`config.mk`:
```
export PLATFORM = sky130hd
export DESIGN_NAME = register_file_scoreboard
export DESIGN_NICKNAME = d
export VERILOG_FILES = /design/src/rtl/register_file_scoreboard.sv
export SDC_FILE = /design/constraint.sdc
export NUM_CORES = 2
export LEC_CHECK = 0
export CAP_MARGIN = 10
export CORE_ASPECT_RATIO = 1.2
export CORE_MARGIN = 2
export CORE_UTILIZATION = 53
export CTS_BUF_LIST = sky130_fd_sc_hd__clkbuf_2
export DETAILED_ROUTE_END_ITERATION = 16
export PLACE_DENSITY_LB_ADDON = 0.1
export SYNTH_ARGS = -nofsm -noshare
export SYNTH_HDL_FRONTEND = slang
export SYNTH_SLANG_ARGS = --single-unit
```
`constraint.sdc`:
```
create_clock -name clk -period 3.9 [get_ports clk]
set_clock_uncertainty 0.1 [all_clocks]
set_input_delay 0.585 -clock clk [delete_from_list [all_inputs] [get_ports clk]]
set_output_delay 0.585 -clock clk [all_outputs]
set_load 0.02 [all_outputs]
```
`src/rtl/register_file_scoreboard.sv`:
```
// Architectural register file with a per-register pending-write scoreboard.
// Decode reserves a destination at issue, and writeback releases it when it writes.
// There are two combinational read ports. Each reports data plus a valid flag so decode can stall on RAW hazards.
// Optional feature: define REGFILE_BYPASS_EN to forward a releasing writeback to the read ports in the same cycle.
module register_file_scoreboard #(
  parameter int unsigned DATA_WIDTH    = 32,
  parameter int unsigned NUM_REGISTERS = 32,
  parameter int unsigned MAX_PENDING   = 3
) (
  input  logic                  clk,
  input  logic                  rst,
  input  logic [4:0]            write_register,
  input  logic [DATA_WIDTH-1:0] write_data,
  input  logic                  write_activate,
  input  logic [4:0]            reserve_register,
  input  logic                  reserve_activate,
  output logic                  reserve_ready,
  input  logic [4:0]            read_register_a,
  output logic [DATA_WIDTH-1:0] read_data_a,
  output logic                  read_valid_a,
  input  logic [4:0]            read_register_b,
  output logic [DATA_WIDTH-1:0] read_data_b,
  output logic                  read_valid_b,
  output logic                  scoreboard_error
);

  localparam int unsigned CW = $clog2(MAX_PENDING + 1);
  localparam logic [CW-1:0] MAX_CNT = CW'(MAX_PENDING);

  logic [DATA_WIDTH-1:0]    regs    [NUM_REGISTERS];
  logic [CW-1:0]            pending [NUM_REGISTERS];
  logic [NUM_REGISTERS-1:0] rel_vec;
  logic [NUM_REGISTERS-1:0] res_vec;
  logic                     reserve_fire;
  logic                     write_unreserved;

  // Accept a reservation when the counter has room.
  // A full counter also accepts when the same index is being released this cycle, because the release is counted first.
  always_comb begin
    reserve_ready = 1'b0;
    if (!rst) begin
      if (reserve_register == '0)
        reserve_ready = 1'b1;
      else if (pending[reserve_register] < MAX_CNT)
        reserve_ready = 1'b1;
      else if (write_activate && (write_register == reserve_register))
        reserve_ready = 1'b1;
    end
  end

  // Handshake and error detection for the current cycle.
  always_comb begin
    reserve_fire     = reserve_activate && reserve_ready;
    write_unreserved = write_activate && (write_register != '0) &&
                       (pending[write_register] == '0);
  end

  // One-hot release/reserve strobes per register; index 0 is never tracked.
  always_comb begin
    rel_vec = '0;
    res_vec = '0;
    for (int unsigned i = 1; i < NUM_REGISTERS; i++) begin
      rel_vec[i] = write_activate && (write_register == 5'(i)) && (pending[i] != '0);
      res_vec[i] = reserve_fire && (reserve_register == 5'(i));
    end
  end

  // Array writes, pending counters, and the sticky error flag.
  always_ff @(posedge clk) begin
    if (rst) begin
      for (int unsigned i = 0; i < NUM_REGISTERS; i++) begin
        regs[i]    <= '0;
        pending[i] <= '0;
      end
      scoreboard_error <= 1'b0;
    end else begin
      if (write_activate && (write_register != '0))
        regs[write_register] <= write_data;
      for (int unsigned i = 1; i < NUM_REGISTERS; i++) begin
        if (rel_vec[i] && !res_vec[i])
          pending[i] <= pending[i] - CW'(1);
        else if (res_vec[i] && !rel_vec[i])
          pending[i] <= pending[i] + CW'(1);
      end
      if (write_unreserved)
        scoreboard_error <= 1'b1;
    end
  end

  // Read port A: x0 reads as zero, and data is final once no write is pending.
  always_comb begin
    read_data_a  = regs[read_register_a];
    read_valid_a = (pending[read_register_a] == '0);
    if (read_register_a == '0) begin
      read_data_a  = '0;
      read_valid_a = 1'b1;
    end
`ifdef REGFILE_BYPASS_EN
    else if (write_activate && (write_register == read_register_a) &&
             (pending[read_register_a] == CW'(1))) begin
      read_data_a  = write_data;
      read_valid_a = 1'b1;
    end
`endif
    if (rst)
      read_valid_a = 1'b0;
  end

  // Read port B: same rules as port A.
  always_comb begin
    read_data_b  = regs[read_register_b];
    read_valid_b = (pending[read_register_b] == '0);
    if (read_register_b == '0) begin
      read_data_b  = '0;
      read_valid_b = 1'b1;
    end
`ifdef REGFILE_BYPASS_EN
    else if (write_activate && (write_register == read_register_b) &&
             (pending[read_register_b] == CW'(1))) begin
      read_data_b  = write_data;
      read_valid_b = 1'b1;
    end
`endif
    if (rst)
      read_valid_b = 1'b0;
  end

endmodule

```
Word level (Yosys, flattened, before mapping)
Memories as Yosys holds them, arrays and structs flattened.
Cells that the tools add are included.
{"block": "word_totals", "register_bits": 1, "out_inout_bits": 68, "mem_count": 2, "wordCells": 748, "ramBits": 1088}
{"name": "regs", "depth": 32, "word_bits": 32, "read_ports": 2, "rd_clocked_by_memory_dff": 0, "write_ports": 32, "line_no": "30", "rtl": "logic [DATA_WIDTH-1:0] regs [NUM_REGISTERS];"}
{"name": "pending", "depth": 32, "word_bits": 2, "read_ports": 35, "rd_clocked_by_memory_dff": 0, "write_ports": 32, "line_no": "31", "rtl": "logic [CW-1:0] pending [NUM_REGISTERS];"}
{"block": "op_classes", "reduce_logical": 260, "n_eq_ne": 63, "mux": 297, "addsub": 62, "bitwise_logic": 62, "n_lt_le_gt_ge": 1}
{"op": "$mux W1", "count": 231}
{"op": "$eq A5 B5 Y1 const B", "count": 32}
{"op": "$logic_and A1 B1 Y1", "count": 159}
{"op": "$mux W2", "count": 62}
{"op": "$mux W32", "count": 3}
{"op": "$eq A5 B4 Y1 const B", "count": 16}
{"op": "$add A2 B1 Y2 const B", "count": 31}
{"op": "$logic_not A1 Y1", "count": 62}
{"op": "$or A1 B1 Y1", "count": 62}
{"op": "$reduce_bool A2 Y1", "count": 31}
{"op": "$sub A2 B1 Y2 const B", "count": 31}
{"op": "$eq A5 B3 Y1 const B", "count": 8}
{"op": "$reduce_or A32 Y1", "count": 1}
{"op": "$eq A5 B2 Y1 const B", "count": 4}
{"op": "$logic_not A5 Y1", "count": 3}
{"op": "$eq A5 B1 Y1 const B", "count": 2}
{"op": "$logic_not A2 Y1", "count": 3}
{"op": "$eq A5 B5 Y1", "count": 1}
{"op": "$mux W5", "count": 1}
{"op": "$reduce_bool A5 Y1", "count": 1}
{"op": "$lt A2 B2 Y1 const B", "count": 1}

Logic depth before layout (Yosys ltp)
{"block": "logic_depth", "ltp_word": 15, "mapped_depth": 13}

Least setup slack after synthesis
OpenSTA, ideal clock, no wires.
{"block": "synth_timing", "path_type": "input to output", "start": "input port read_register_a[0]", "end": "output port read_data_a[12]", "slack_ns": 0.413, "n_path_buf": 3, "arrival_ns": 2.802, "cell_stages": 7, "cell_sequence": "buf_2 -> clkbuf_1 -> clkbuf_1 -> mux4_2 -> mux4_2 -> mux2i_1 -> nor2_1"}
{"block": "synth_via", "elab_chain_len": 2, "elab_cells_between_ends": 3, "classes_between": "1 x mux; 1 x reduce/logical; 1 x memory"}
{"element": "start, declared", "line_no": "18", "rtl": "input logic [4:0] read_register_a,"}
{"element": "$mem_v2 Z32 W32 / $logic_not A5 Y1 (equally long branches)"}
{"element": "$mux W32 (*)", "line_no": "94", "rtl": "if (read_register_a == '0) begin"}
{"element": "end, declared", "line_no": "19", "rtl": "output logic [DATA_WIDTH-1:0] read_data_a,"}
Mark *: on every way between the ends. The rest lies on a longest branch, timed or not.

==> flow_summary_export.csv <==
group,metric,value,unit
route,drt_iter0_drc,6007,
yosys,yosys_warnings,0,
flow_run,maxCapViolCount,0,
global_route,grt_max_degree,79,
power_and_ir_drop,p_leak,24.0,nW
floorplan,start_util,0.532,
setup_path,end_kind,"output pin",
cells_and_area,multi_input_area,26400,um^2
yosys,synthFlopType,"edfxtp_1",
route,vias,39913,
cells_and_area,areaGrowthSynthToFinish,14.0,%
yosys,synth-async-reset-ratio,0,
yosys,synthesis.area,59900,um^2
cells_and_area,layout-drive-gt1-share,0.368,
setup_path,startpoint,"regs[15][13]",
route,wl_per_cell,33.6,um
setup_path,crit_top_cell,"mux4_2",
setup_path,cp_cell_sequence,"mux4_2 -> mux4_2 -> mux2i_2 -> nor2_1 -> buf_2",
sta,finalCritPeriodShare,1.10,
setup_path,endpoint,"read_data_b[13]",
yosys,ys_ff_latch,1087,
setup_path,crit_family,"multiplexers",
yosys,synth_cell_types,52,
clock_tree,cts.path.max_buffers,4,
worst_hold_path,hold_class,"primary input to flip-flop",
clock_tree,cts-root-buf,"clkbuf_2",
route,viasPerCell,6.70,
route,drt-met1-wl,69900,um
sta,final_max_slew_viol_count,0,
global_route,track_usage,0.350,
setup_path,crit_type,"flip-flop to output pin",
route,drtAntennaViolNets,0,
setup_path,r2r_start,"pending[24][0]",
clock_tree,numCtsBuffers,293,
yosys,yosysSeqAreaShare,0.545,
setup_path,ff2ff_path_depth,12,
setup_path,critPathBufInv,1,
setup_path,cp_slowest_cell,"mux4_2",
floorplan,die_y,372,um
yosys,synth-edff-count,1086,
run_status,violations,"setup timing",
sta,holdWs,0.170,ns
floorplan,io_pins,124,
floorplan,die_area,116000,um^2
cells_and_area,fin_nets,4321,
sta,setup_viol,67,
setup_path,critPathArrivalTime,3.62,ns
setup_path,cp-start-kind,"flip-flop",
run_status,outcome,"finished with violations",
sta,max-slew-margin-rel,0.182,
clock_tree,cts_tree,"done",
sta,max_freq,0.232,GHz
placed_design,pre_cts_ws,-0.172,ns
sta,rsz0062_at_grt,"yes",
power_and_ir_drop,power_density,382,nW/um^2
sta,max_slew.worst_pin.slew,1.22,ns
placed_design,gp_congestion,0.894,
route,drc,0,
clock_tree,cts.sinks,1087,
setup_path,cp.required,3.21,ns
route,drt_pre_antenna_iters,9,
global_route,gr-total-overflow,0,
clock_tree,clock_latency,1.64,ns
yosys,synthCells,3882,
sta,min_period,4.31,ns
clock_tree,htree_levels,5,
sta,worst_slack,-0.407,ns
cells_and_area,regArea,32600,um^2
placed_design,dp_hpwl,124000,um
floorplan,fp-row-count,135,
route,routed_wl,200000,um
setup_path,worst-path-max-fanout,2,
cells_and_area,post-route-util,0.607,
power_and_ir_drop,power,26.1,mW
route,met2_length,96900,um
setup_path,max_stage_delay,0.55,ns
route,met3_length,23700,um
setup_path,r2r-end,"pending[13][1]",
floorplan,core,112000,um^2
yosys,syn_area_per_cell,15.4,um^2
placed_design,portBuffers,123,
power_and_ir_drop,ir_worst_vdd,0.320,mV
global_route,grt_pass1_wl,286000,um
global_route,first_global_vias,41276,
floorplan,die_w,311,um
cells_and_area,fill_cells,8600,
route,top_layer,"met5",
sta,hold_viol_final,0,
setup_path,reg2reg_slack,0.18,ns
clock_tree,cts.clk_slew.worst_paths,0.12,ns
global_route,antenna_found_initial,26,
setup_path,critical_path_depth,5,
-- cell usage in the layout, fill, tap and decap left out, types with 8 or more instances in the layout --
cell type           n
diode_2             8
or4_1               8
edfxtp_1         1086
o21ai_0            14
buf_2              32
clkbuf_2          406
nor3_1             43
nand4_1            35
xor2_1             23
or2_2              34
nand2_1            62
nor2_2             16
buf_6              34
buf_4             240
or3_1              14
a21oi_1            30
nor2b_1            12
conb_1             32
a31oi_1            11
nor2_1            130
mux2i_4            12
nand2b_1           31
nor3b_1             8
buf_12             91
clkinv_2            8
dlygate4sd3_1      15
mux2_2             13
clkdlybuf4s50_1    45
clkinv_1           53
xnor2_1            38
mux2i_1            46
nor2_4             40
mux4_2            668
nand3_1            20
mux2i_2            11
and2_1            997
-- layout make-up --
type	instances	area share
well taps	1507	0.0276
clock buffers	406	0.0298
flip-flops and latches	1087	0.478
clock inverters	70	0.00631
multi-input cells	2416	0.387
diodes	8	0.000293
repair buffers	461	0.0707
inverters	5	0.000275
-- cells in the mapped netlist, drive strengths merged (23+ instances only) --
| cell type | instances | area, um^2 |
|---|---|---|
| or2 | 34 | 213 |
| buf | 85 | 357 |
| nand2b | 31 | 194 |
| nand2 | 63 | 236 |
| mux4 | 668 | 15000 |
| nor2 | 186 | 698 |
| nor3 | 47 | 235 |
| xor2 | 23 | 201 |
| nand4 | 37 | 244 |
| a21oi | 31 | 155 |
| clkbuf | 320 | 1200 |
| edfxtp | 1086 | 32600 |
| and2 | 997 | 6240 |
| mux2i | 69 | 691 |
| xnor2 | 38 | 333 |
-- cell families after synthesis --
group / count (synthesis) / synth area share
adders and majority gates: 1 / 0.000209
xor gates and xnor gates: 61 / 0.00893
AOI/OAI and AO/OA: 89 / 0.00943
and+or+nand+nor: 1476 / 0.143
DFF: 1087 / 0.545
other: 1 / 0.0000627
muxes: 757 / 0.267
buffers and inverters: 410 / 0.0264
-- layer usage --
layer / up-vias / global-route usage
li1: 15874 / -
met1: 20512 / 0.449
met2: 2917 / 0.568
met3: 604 / 0.0842
met4: 6 / 0.168
met5: - / 0
-- worst min-delay path by stage --
stage / start / end / slack (ns) / cells after the start
final: write_data[8] / regs[21][8] / 0.17 / 2
after global routing: write_data[8] / regs[21][8] / 0.13 / 2
after CTS: write_data[8] / regs[21][8] / 0.009 / 2
after detailed placement: scoreboard_error / scoreboard_error / 0.36 / 2
after global placement: scoreboard_error / scoreboard_error / 0.35 / 2
after floorplan: pending[22][0] / pending[22][0] / 0.46 / 1
-- where the power goes --
part	internal [mW]	switching [mW]	total [mW]
clock network	3.16	4.76	7.93
logic	2.03	2.29	4.32
registers	13.5	0.354	13.8
-- per-stage QoR --
step,area [um^2],std cells,TNS [ns]
CTS,67900,5940,-32.89
finish,68200,5960,-19.49
detailed placement,65100,5431,-1.47
floorplan,60000,3913,0
global route,68200,5958,-31.74
global placement,65100,5431,-1.00
-- flip-flops by register name (all words and copies together) (netlist names) --
| name | cells |
|---|---|
| regs | 1024 |
| scoreboard_error | 1 |
| pending | 62 |
-- timing repair --
item / in CTS / in global routing
hold endpoints to repair: 326 / 0
pin swaps: 15 / 22
setup endpoints to repair: 67 / 67
buffers inserted: 18 / 13
gates resized for setup: 357 / 56
hold buffers: 16 / 0
Power figures use the tool's default switching activity.
